<file path="config.mk">
export PLATFORM = sky130hd
export DESIGN_NAME = hamming_stream_flat
export DESIGN_NICKNAME = d
export VERILOG_FILES = /design/src/rtl/hamming_stream_if.sv /design/src/rtl/hamming_stream.sv /design/src/flat_wrapper.sv
export SDC_FILE = /design/constraint.sdc
export NUM_CORES = 1
export LEC_CHECK = 0
export ABC_CLOCK_PERIOD_IN_PS = 2600
export CAP_MARGIN = 15
export CORE_MARGIN = 4
export CORE_UTILIZATION = 46
export DETAILED_ROUTE_END_ITERATION = 8
export PLACE_DENSITY = 0.78
export REMOVE_ABC_BUFFERS = 1
export SLEW_MARGIN = 20
export SYNTH_ARGS = -nofsm -noshare
export SYNTH_HDL_FRONTEND = slang
export SYNTH_SLANG_ARGS = --single-unit
</file>
<file path="constraint.sdc">
create_clock -name clk -period 2.6 [get_ports clk]
set_input_delay 0.26 -clock clk [delete_from_list [all_inputs] [get_ports clk]]
set_output_delay 0.26 -clock clk [all_outputs]
set_load 0.01 [all_outputs]
</file>
<file path="src/rtl/hamming_stream_if.sv">
// Handshake and data bundle for hamming_stream: start, slice stream in, distance out.
// The optional threshold compare signals exist only when HAMMING_STREAM_THRESH_EN is defined.
interface hamming_stream_if #(
    parameter int W  = 8,
    parameter int CW = 4
);
    logic          start;
    logic          in_valid;
    logic          in_ready;
    logic [W-1:0]  g_input;
    logic [W-1:0]  e_input;
    logic [CW-1:0] o;
    logic          o_valid;
    logic          busy;
`ifdef HAMMING_STREAM_THRESH_EN
    logic [CW-1:0] thresh;
    logic          match;
`endif

    modport master (
        output start, in_valid, g_input, e_input,
`ifdef HAMMING_STREAM_THRESH_EN
        output thresh,
        input  match,
`endif
        input  in_ready, o, o_valid, busy
    );

    modport slave (
        input  start, in_valid, g_input, e_input,
`ifdef HAMMING_STREAM_THRESH_EN
        input  thresh,
        output match,
`endif
        output in_ready, o, o_valid, busy
    );
endinterface

</file>
<file path="src/rtl/hamming_stream.sv">
// Multi-beat Hamming distance engine: sums popcount(g ^ e) over N/W slices.
// Optional feature macro: HAMMING_STREAM_THRESH_EN (adds thresh/match compare).
module hamming_stream #(
    parameter int N = 8,
    parameter int W = 8
) (
    input  logic            clk,
    input  logic            rst,
    hamming_stream_if.slave bus
);
    localparam int CW    = $clog2(N + 1);
    localparam int BEATS = N / W;
    localparam int CNTW  = (BEATS > 1) ? $clog2(BEATS) : 1;

    localparam logic [1:0] ST_IDLE = 2'd0;
    localparam logic [1:0] ST_ACC  = 2'd1;
    localparam logic [1:0] ST_DONE = 2'd2;

    generate
        if ((N % W) != 0) begin : g_bad_width
            $error("hamming_stream: N must be a multiple of W");
        end
    endgenerate

    function automatic logic [CW-1:0] popcount_f(input logic [W-1:0] v);
        logic [CW-1:0] cnt;
        cnt = {CW{1'b0}};
        for (int i = 0; i < W; i++) begin
            cnt = cnt + CW'(v[i]);
        end
        return cnt;
    endfunction

    logic [1:0]      state_r;
    logic [1:0]      state_nxt_s;
    logic [CW-1:0]   acc_r;
    logic [CNTW-1:0] cnt_r;
    logic [CW-1:0]   o_r;
    logic            o_valid_r;
    logic            in_ready_r;
    logic            busy_r;
    logic            accept_s;
    logic            last_s;
    logic [CW-1:0]   pc_s;
    logic [CW-1:0]   sum_s;
`ifdef HAMMING_STREAM_THRESH_EN
    logic [CW-1:0]   thresh_r;
    logic            match_r;
`endif

    assign accept_s = (state_r == ST_ACC) && bus.in_valid;
    assign last_s   = accept_s && (cnt_r == CNTW'(BEATS - 1));
    assign pc_s     = popcount_f(bus.g_input ^ bus.e_input);
    assign sum_s    = acc_r + pc_s;

    // Next-state decode
    always_comb begin
        state_nxt_s = state_r;
        case (state_r)
            ST_IDLE: begin
                if (bus.start) state_nxt_s = ST_ACC;
                else           state_nxt_s = ST_IDLE;
            end
            ST_ACC: begin
                if (last_s) state_nxt_s = ST_DONE;
                else        state_nxt_s = ST_ACC;
            end
            ST_DONE: state_nxt_s = ST_IDLE;
            default: state_nxt_s = ST_IDLE;
        endcase
    end

    // State register; status outputs are registered from the next state so they line up with it
    always_ff @(posedge clk or posedge rst) begin
        if (rst) begin
            state_r    <= ST_IDLE;
            in_ready_r <= 1'b0;
            busy_r     <= 1'b0;
            o_valid_r  <= 1'b0;
        end else begin
            state_r    <= state_nxt_s;
            in_ready_r <= (state_nxt_s == ST_ACC);
            busy_r     <= (state_nxt_s == ST_ACC) || (state_nxt_s == ST_DONE);
            o_valid_r  <= (state_nxt_s == ST_DONE);
        end
    end

    // Accumulator, beat counter and result; o only moves on the final beat
    always_ff @(posedge clk or posedge rst) begin
        if (rst) begin
            acc_r <= {CW{1'b0}};
            cnt_r <= {CNTW{1'b0}};
            o_r   <= {CW{1'b0}};
        end else begin
            case (state_r)
                ST_IDLE: begin
                    if (bus.start) begin
                        acc_r <= {CW{1'b0}};
                        cnt_r <= {CNTW{1'b0}};
                    end
                end
                ST_ACC: begin
                    if (last_s) begin
                        o_r <= sum_s;
                    end else if (accept_s) begin
                        acc_r <= sum_s;
                        cnt_r <= cnt_r + CNTW'(1);
                    end
                end
                default: begin
                end
            endcase
        end
    end

`ifdef HAMMING_STREAM_THRESH_EN
    // Threshold captured at start; match is produced alongside o
    always_ff @(posedge clk or posedge rst) begin
        if (rst) begin
            thresh_r <= {CW{1'b0}};
            match_r  <= 1'b0;
        end else begin
            if ((state_r == ST_IDLE) && bus.start) begin
                thresh_r <= bus.thresh;
            end
            if (last_s) begin
                match_r <= (sum_s <= thresh_r);
            end
        end
    end

    assign bus.match = match_r;
`endif

    assign bus.o        = o_r;
    assign bus.o_valid  = o_valid_r;
    assign bus.in_ready = in_ready_r;
    assign bus.busy     = busy_r;
endmodule

</file>
<file path="src/flat_wrapper.sv">
// flat-port wrapper written by rule: the top's interface ports become plain ports
module hamming_stream_flat 
#(
    parameter int N = 8,
    parameter int W = 8
)
  (clk, rst, bus_start, bus_in_valid, bus_g_input, bus_e_input, bus_in_ready, bus_o, bus_o_valid, bus_busy);
  hamming_stream_if #(.W(W), .CW(4)) bus_i ();
  input  logic clk;
  input  logic rst;
  input wire logic [$bits(bus_i.start)-1:0] bus_start;
  input wire logic [$bits(bus_i.in_valid)-1:0] bus_in_valid;
  input wire logic [$bits(bus_i.g_input)-1:0] bus_g_input;
  input wire logic [$bits(bus_i.e_input)-1:0] bus_e_input;
  output wire logic [$bits(bus_i.in_ready)-1:0] bus_in_ready;
  output wire logic [$bits(bus_i.o)-1:0] bus_o;
  output wire logic [$bits(bus_i.o_valid)-1:0] bus_o_valid;
  output wire logic [$bits(bus_i.busy)-1:0] bus_busy;
  assign bus_i.start = bus_start;
  assign bus_i.in_valid = bus_in_valid;
  assign bus_i.g_input = bus_g_input;
  assign bus_i.e_input = bus_e_input;
  assign bus_in_ready = bus_i.in_ready;
  assign bus_o = bus_i.o;
  assign bus_o_valid = bus_i.o_valid;
  assign bus_busy = bus_i.busy;
  hamming_stream #(.N(N), .W(W)) u_core (.clk(clk), .rst(rst), .bus(bus_i));
endmodule
</file>
# Yosys cells after proc, flatten, opt, wreduce, memory -nomap -nowiden
# Cells that the tools add are included.
# totals
ff_bits,14
output_inout_bits,7
inputBits,20
# classes
n_eq_ne,6
reduce_logical,7
n_addsub,9
mux,11
bitwise,2
# op_table
operator,count
4-bit by 1-bit adder with 4-bit output,6
4-bit 2-to-1 mux,3
4-bit one-hot mux with 2 select lines,1
8-bit bitwise XOR,1
4-bit adder,1
"2-bit by 1-bit equality test with 1-bit output, second input constant",2
1-bit 2-to-1 mux,4
"2-bit != test, second input constant",2
2-bit one-hot mux with 2 select lines,1
4-bit AND reduction,1
1-bit by 1-bit adder with 2-bit output,1
"2-bit equality test, second input constant",1
1-bit logical AND,2
2-bit zero test,1
2-bit 2-to-1 mux,1
"2-bit by 1-bit != test with 1-bit output, second input constant",1
1-bit one-hot mux with 2 select lines,1
2-bit AND reduction,1
2-bit nonzero test,1
"1-bit adder, second input constant",1
1-bit logical OR,1
1-bit NOT,1

# Logic depth before layout (Yosys ltp)
# Gate-level depths: netlist (run 1).
# depth
word_depth,12
mapped_depth,12
ltp_nobuf,12

# Worst setup path before layout (run 1)
# OpenSTA, ideal clock, no wires.
# synth_path
path_kind,input port to flip-flop
startpoint,input bus_e_input[0]
endpoint,register u_core.acc_r[3]
arrival_time_ns,3.275
slack_ns,-0.794
setup_time_ns,0.119
path_stages,12
n_path_buf,0
required_ns,2.481
cell_sequence,xor2_1 -> ha_1 -> fa_1 -> inv_1 -> fa_1 -> inv_1 -> fa_1 -> ha_1 -> a21o_1 -> a211oi_1 -> o31ai_1 -> a21bo_2
# synth_via
elab_chain_cells,12
# synth_rtl
element,line,source
"start, declared",flat_wrapper.sv:14,input wire logic [$bits(bus_i.e_input)-1:0] bus_e_input;
8-bit bitwise XOR,hamming_stream.sv:53,assign pc_s = popcount_f(bus.g_input ^ bus.e_input);
1-bit by 1-bit adder with 2-bit output,hamming_stream.sv:29,cnt = cnt + CW'(v[i]);
4-bit by 1-bit adder with 4-bit output (6 in series),hamming_stream.sv:29,
4-bit adder,hamming_stream.sv:54,assign sum_s = acc_r + pc_s;
4-bit 2-to-1 mux,hamming_stream.sv:105,end else if (accept_s) begin
4-bit 2-to-1 mux,hamming_stream.sv:103,if (last_s) begin
4-bit one-hot mux with 2 select lines,hamming_stream.sv:95,case (state_r)
"end signal, assigned",hamming_stream.sv:91,acc_r <= {CW{1'b0}};
"end signal, assigned",hamming_stream.sv:98,acc_r <= {CW{1'b0}};
"end signal, assigned",hamming_stream.sv:106,acc_r <= sum_s;
"end, declared",hamming_stream.sv:36,logic [CW-1:0] acc_r;
# No other way between the ends. The select of a mux whose other input is x is not followed.
# A chain may end at the register's enable or synchronous reset.

# Worst setup path after layout (run 1)
# layout_path
startpoint,input bus_g_input[0]
endpoint,"register u_core.o_r[2], in the netlist u_core.bus.o[2]"
# layout_via
elab_chain_cells,9
# layout_rtl
element,line,source
"start, declared",flat_wrapper.sv:13,input wire logic [$bits(bus_i.g_input)-1:0] bus_g_input;
8-bit bitwise XOR,hamming_stream.sv:53,
1-bit by 1-bit adder with 2-bit output,hamming_stream.sv:29,
4-bit by 1-bit adder with 4-bit output (6 in series),hamming_stream.sv:29,
4-bit adder,hamming_stream.sv:54,
"end signal, assigned",hamming_stream.sv:93,o_r <= {CW{1'b0}};
"end signal, assigned",hamming_stream.sv:104,o_r <= sum_s;
"end, declared",hamming_stream.sv:38,logic [CW-1:0] o_r;
# No other way between the ends.

==> results.md, run 1 <==
* Outcome: complete, but fails checks
* Violated checks: setup timing
* PwrDens at around 1200 mW/mm²
* Initial drt markers at 3
* Pin count of the biggest net entering global routing at 15
* Slowest Stage Delay on Critical Path at 0.55 ns
* Dpl hpwl at approximately 1600 µm
* Final Cycle Share at 1.205
* CTS Buf Count at 3
* Post-route ant nets at 0
* CTS root buf: clkbuf_4
* Place WS at -1.438 ns
* Max IR drop VDD at about 0.77 mV
* Ports at 27
* RSZ-0062 raised after global routing: yes
* Worst-path cell chain: buf_6 > xor2_1 > ha_1 > fa_1 > inv_1 > fa_1 > inv_2 > fa_2 > ha_4 > inv_2 > fa_2 > xor2_2 > buf_4 > o21ai_2
* Vias per inst at 4.826
* Cell type with the largest total area after synthesis: dfrtp_1
* Worst Setup Slack, final at -0.5328 ns
* Top FF cell, synth: dfrtp_1
* PortBufs at 26
* Xor and xnor fraction of the mapped netlist area at 0.1166
* Vias at a little over 700
* Global-route wire length before repair at between 3000 and 4000 µm
* Worst path required time at 2.78 ns
* Setup TNS Final at -2.762 ns
* Post-synthesis simple-gate area fraction at 0.1113
* Global Route Usage Sum at 0.1597
* Router iterations before antenna repair at 2
* Clk sinks at 14
* Number of flops mapped to enable cells by yosys at 0
* Post-route cell area at between 0.001 and 0.0015 mm²
* # hold bufs at CTS at 0
* Synth Area in Adders at 0.2305
* Clock Path Buffers at 2
* Cell total after placement at 143
* Die height at approximately 53 µm
* Die Footprint at ~0.0028 mm²
* Final-report max-slew violation count at 0
* Synthesized area at around 940 µm²
* Post-synthesis mux area share at 0
* CP max FO at 3
* Post-Synthesis Cells at 87
* Gr ovfl total at 0
* Area grow syn2layout at 45.56%
* Die Span X at about 53 µm
* Dpl cell area at about 0.0013 mm²
* Worst-skew pair later-pin latency at roughly 0.28 ns
* H-tree Lvls at 1
* Share of the synthesized area in the top cell type at 0.3709
* Arrival @ worst endpoint at between 3 and 4 ns
* Maxcap violations at 0
* Slew margin rel. at 0.6575
* Netlist cell types at 26
* Layout net count at between 150 and 200
* Share of layout cells above drive strength 1 at 0.2541
* Worst min-delay path class: input port to async pin
* Ant. Diodes at 0
* Gpl congestion at roughly 0.8
* Vias in the first global route at 790
* CTS tree: built
* Clock Skews at 0.003402 ns
* Final Util at 0.7009
* #FFs+latches synth at 14
* Fill count at ~160
* Maximum clock rate at 319.2 MHz
* Layout Cells excl Fill at 149
* Initial antenna violation count at 0
* CTS clock-pin slew for the worst setup and hold paths at around 0.080 ns
* Startpoint Class: input port
* Tmin final at about 3.1 ns
* Post-synthesis compound-gate area fraction at 0.1311
* Synth top area cells: dfrtp_1, ha_1, fa_1, xor2_1, nand2_1
* Syn Area/Cell at ~11 µm²
* FP Rows at 16
* Slew @ Worst Pin at 0.5132 ns
* Critical path type: input port to flop
* Final setup vio count at 6
* Leak at between 0.6 and 0.7 nW
* Async set or reset register ratio after synthesis at 1.000
* Hold Fails Final Rpt at 0
* Total wire length at slightly above 2000 µm
* DRC at 0
* Critical Path End Type: flop
* Synth warn at 0
* Wire per inst at 13.85 µm
* Core Footprint at a little under 0.002 mm²
* Sequential area share after synthesis at 0.3709
* Largest family of logic cells by synthesized area: adder cells
* Initial Util at 0.4815
* CP max stage cell: fa_2
## final cells by class
| cell class | instances | area [µm²] | area share |
|---|---|---|---|
| Multi-Input combinational cell | 63 | 619.3 | 0.4504 |
| Clock buffer | 4 | 36.28 | 0.02639 |
| Sequential cell | 14 | 350.3 | 0.2548 |
| Tap cell | 27 | 33.78 | 0.02457 |
| Timing Repair Buffer | 31 | 297.8 | 0.2166 |
| Inverter | 10 | 37.54 | 0.02730 |
## path summary, 6_finish.rpt
| path | start | end | slack [ns] | cells after the start |
|---|---|---|---|---|
| min | rst | u_core.cnt_r | 0.30 | 2 |
| min in group clk | u_core.bus.o[3] | u_core.bus.o[3] | 0.50 | 2 |
| max in group asynchronous | rst | u_core.acc_r[3] | 1.96 | 2 |
| min reg2reg | u_core.bus.o[3] | u_core.bus.o[3] | 0.50 | 2 |
| max | bus_g_input[0] | u_core.bus.o[2] | -0.53 | 14 |
| max reg2reg | u_core.acc_r[1] | u_core.acc_r[3] | 0.19 | 8 |
## kinds of logic after synthesis
family	after synthesis
compound gates	18
fa+ha+maj	15
simple gates	19
flops	14
xor+xnor	11
buf+inv	10
## cell usage after synthesis (all sizes together) (3+ instances only)
cell   number
dfrtp      14
ha         11
inv        10
nand2      10
xor2        7
fa          4
o21ai       4
a21oi       3
o31ai       3
xnor2       3
## through the flow
step                      power [W]  hold WS [ns]
after floorplan           0.0009648        0.1492
after global placement     0.001238        0.4657
after detailed placement   0.001293        0.4763
after CTS                  0.001654        0.3230
after global routing       0.001855        0.3751
final                      0.001716        0.2986
## repair_timing
| item | CTS | global route |
|---|---|---|
| buffers inserted | 2 | 0 |
| cloned | 0 | 0 |
| resized for setup | 33 | 7 |
| endpoints found under the setup margin | 8 | 8 |
| pin swaps | 22 | 7 |
## state kept, by name (all words and copies together), names as in the netlist
register	count
u_core.bus.o	4
u_core.state_r	2
u_core.bus.o_valid	1
u_core.acc_r	4
u_core.bus.in_ready	1
u_core.bus.busy	1
u_core.cnt_r	1
## layer usage
| layer | track usage | part of all wire | up-vias |
|---|---|---|---|
| met5 | 0 | 0 | - |
| met4 | 0.01277 | 0 | 0 |
| met3 | 0.05352 | 0.042 | 0 |
| met2 | 0.2980 | 0.55 | 12 |
| met1 | 0.1793 | 0.40 | 346 |
| li1 | - | - | 361 |
## critical path: cells and delay by family
family / cells / cell delay (ns)
buffers and inverters: 5 / 0.36
XOR/XNOR: 2 / 0.33
adder cells (fa/ha/maj): 6 / 2.31
AO/OA/AOI/OAI: 1 / 0.04
## power by group
group          internal [W]  switching [W]
clock             0.0000852      0.0000712
sequential         0.000307      0.0000587
combinational      0.000616       0.000577
## cells in the final DEF, fill, tap and decap left out, drive strengths merged, types with 4 or more instances in the layout
cell type and count:
buf 9, clkbuf 4, clkdlybuf4s50 18, dfrtp 14, dlygate4sd2 4, fa 4, ha 11, inv 10
nand2 10, o21ai 4, xor2 7
No activity file was read; power rests on OpenSTA's default activity.
==> run 2: changes to the inputs <==
SLEW_MARGIN = 25   (was 20)
==> results of run 2 <==
Same layout as run 1: the final DEF is identical, and so are final timing and power.
==> run 3: changes to the inputs <==
ABC_CLOCK_PERIOD_IN_PS = 3100   (was 2600)
CAP_MARGIN = not set   (was 15)
clock period = 3.1 ns   (was 2.6 ns; I/O delays follow)
==> results.md, run 3 (synthesis results as in run 1) <==
* Die Footprint at between 0.002 and 0.003 mm²
* Die height at between 50 and 60 µm
* Hold WS at 0.3571 ns
* Total wire length at roughly 1900 µm
* Initial antenna violation count at 0
* Dpl cell area at ~0.0013 mm²
* Setup crit start: bus_g_input[0]
* CP max stage cell: fa_2
* Slowest Stage Delay on Critical Path at roughly 0.54 ns
* Gpl congestion at 0.7483
* Worst min-delay path class: input port to async pin
* Core Footprint at between 0.0015 and 0.002 mm²
* CTS tree: built
* Worst Setup Slack, final at -0.1044 ns
* Seq pwr share at 0.238
* Share of layout cells above drive strength 1 at 0.2185
* Global Route Usage Sum at 0.1511
* Clock Skews at about 0.0043 ns
* Ant. Diodes at 0
* Router iterations before antenna repair at 3
* Worst-skew pair later-pin latency at between 0.2 and 0.3 ns
* Commonest non-fill, non-tap cell in the layout: clkdlybuf4s50_1
* Critical Path End Type: flop
* Slew margin rel. at 0.6570
* Worst path required time at around 3.3 ns
* Layout net count at roughly 160
* Arrival @ worst endpoint at approximately 3.4 ns
* Clock Path Buffers at 2
* Maxcap violations at 0
* RR Endpoint: u_core.acc_r[3]
* Setup slack, reg-to-reg at between 0.6 and 0.7 ns
* Maximum clock rate at ~310 MHz
* Slew @ Worst Pin at between 0.5 and 0.6 ns
* Outcome: complete, but fails checks
* Startpoint Class: input port
* Critical path capture point: u_core.acc_r[2]
* Worst-path cell chain: buf_6 > xor2_1 > ha_1 > fa_1 > inv_1 > fa_1 > inv_2 > fa_2 > ha_4 > inv_2 > fa_2 > xor2_2 > o31ai_1
* Clk pwr share at 0.097
* CP max FO at 3
* Vias at between 600 and 700
* Area grow syn2layout at 42.38%
* Initial Util at 0.4815
* Switch share at 0.4070
* Ports at 27
* Dpl hpwl at between 1500 and 2000 µm
* Vias per inst at 4.767
* DRC at 0
* H-tree Lvls at 1
* Post-route ant nets at 0
* Gr ovfl total at 0
* Initial drt markers at 6
* Leak at ~0.66 nW
* Critical path type: input port to flop
* Most frequent cells in the layout: clkdlybuf4s50_1, dfrtp_1, nand2_1
* Hold Fails Final Rpt at 0
* Clk sinks at 14
* Setup TNS Final at -0.3313 ns
* PwrDens at 963.9 mW/mm²
* Tmin final at between 3 and 4 ns
* # hold bufs at CTS at 0
* Final setup vio count at 5
* Place WS at -1.020 ns
* Violated checks: setup timing
* Max IR drop VDD at around 0.63 mV
* Final-report max-slew violation count at 0
* Pin count of the biggest net entering global routing at 15
* Die Span X at 53.32 µm
* Post-route cell area at 0.001345 mm²
* Pint at 0.0007689 W
* FP Rows at 16
* Worst R2R Start: u_core.acc_r[1]
* Global-route wire length before repair at 3049 µm
* CTS Buf Count at 3
* CTS clock-pin slew for the worst setup and hold paths at approximately 0.080 ns
* Final Cycle Share at 1.034
* PortBufs at 26
* Worst Reg-to-Reg Cells at 8
* Combinational Power Share at 0.665
* RSZ-0062 raised after global routing: yes
* Vias in the first global route at ~700
* CTS root buf: clkbuf_4
* Wire per inst at around 13 µm
* NetSw at 0.0005277 W
## run 3: cell type report
type | instances | area [µm²]
Fill cell | 155 | 616.8
Inverter | 10 | 37.54
Timing Repair Buffer | 28 | 269.0
Clock buffer | 4 | 36.28
Multi-Input combinational cell | 63 | 618.1
Tap cell | 27 | 33.78
Sequential cell | 14 | 350.3
## run 3: through the flow
stage                     instances    util  total power [W]
after floorplan                  87       -        0.0008092
after global placement          142  0.6390         0.001039
after detailed placement        142  0.6390         0.001070
after CTS                       146  0.6709         0.001286
after global routing            146  0.6856         0.001436
final                           146  0.6856         0.001297
## run 3: layer usage
metal,share of wire,wire length [µm],GRT usage,up-vias
met5,0,0,0,-
met4,0,0,0.01277,0
met3,0.035,69,0.05634,0
met2,0.55,1073,0.2633,12
met1,0.41,806,0.1820,328
li1,-,-,-,356
## run 3: worst max-delay path: cells and delay by family
| kind | cells | cell delay (ns) |
|---|---|---|
| adders and majority gates | 6 | 2.37 |
| xor gates and xnor gates | 2 | 0.31 |
| buffers and inverters | 4 | 0.22 |
| AOI/OAI and AO/OA | 1 | 0.19 |
## run 3: how the worst min path moves through the flow
stage | end | slack, ns | cells after the start
3_3_place_gp | u_core.bus.o[0] | 0.46 | 2
2_1_floorplan | u_core.acc_r[0] | 0.20 | 1
4_1_cts | u_core.bus.o[2] | 0.37 | 2
5_1_grt | u_core.bus.o[2] | 0.39 | 2
3_5_place_dp | u_core.bus.o[0] | 0.48 | 2
6_report | u_core.bus.o[2] | 0.36 | 2
## run 3: power by group through the flow
| stage | combinational, W | clock (W) | sequential (W) |
|---|---|---|---|
| finish | 0.000862 | 0.000126 | 0.000308 |
| global route | 0.000975 | 0.000141 | 0.000319 |
| CTS | 0.000846 | 0.000131 | 0.000309 |
| detailed placement | 0.000758 | 0 | 0.000312 |
| global placement | 0.000733 | 0 | 0.000307 |
| floorplan | 0.000490 | 0 | 0.000319 |
## run 3: repair_timing
item	in CTS	in global routing
buffers inserted	0	0
setup endpoints to repair	8	6
pin swaps	13	9
resized for setup	31	4
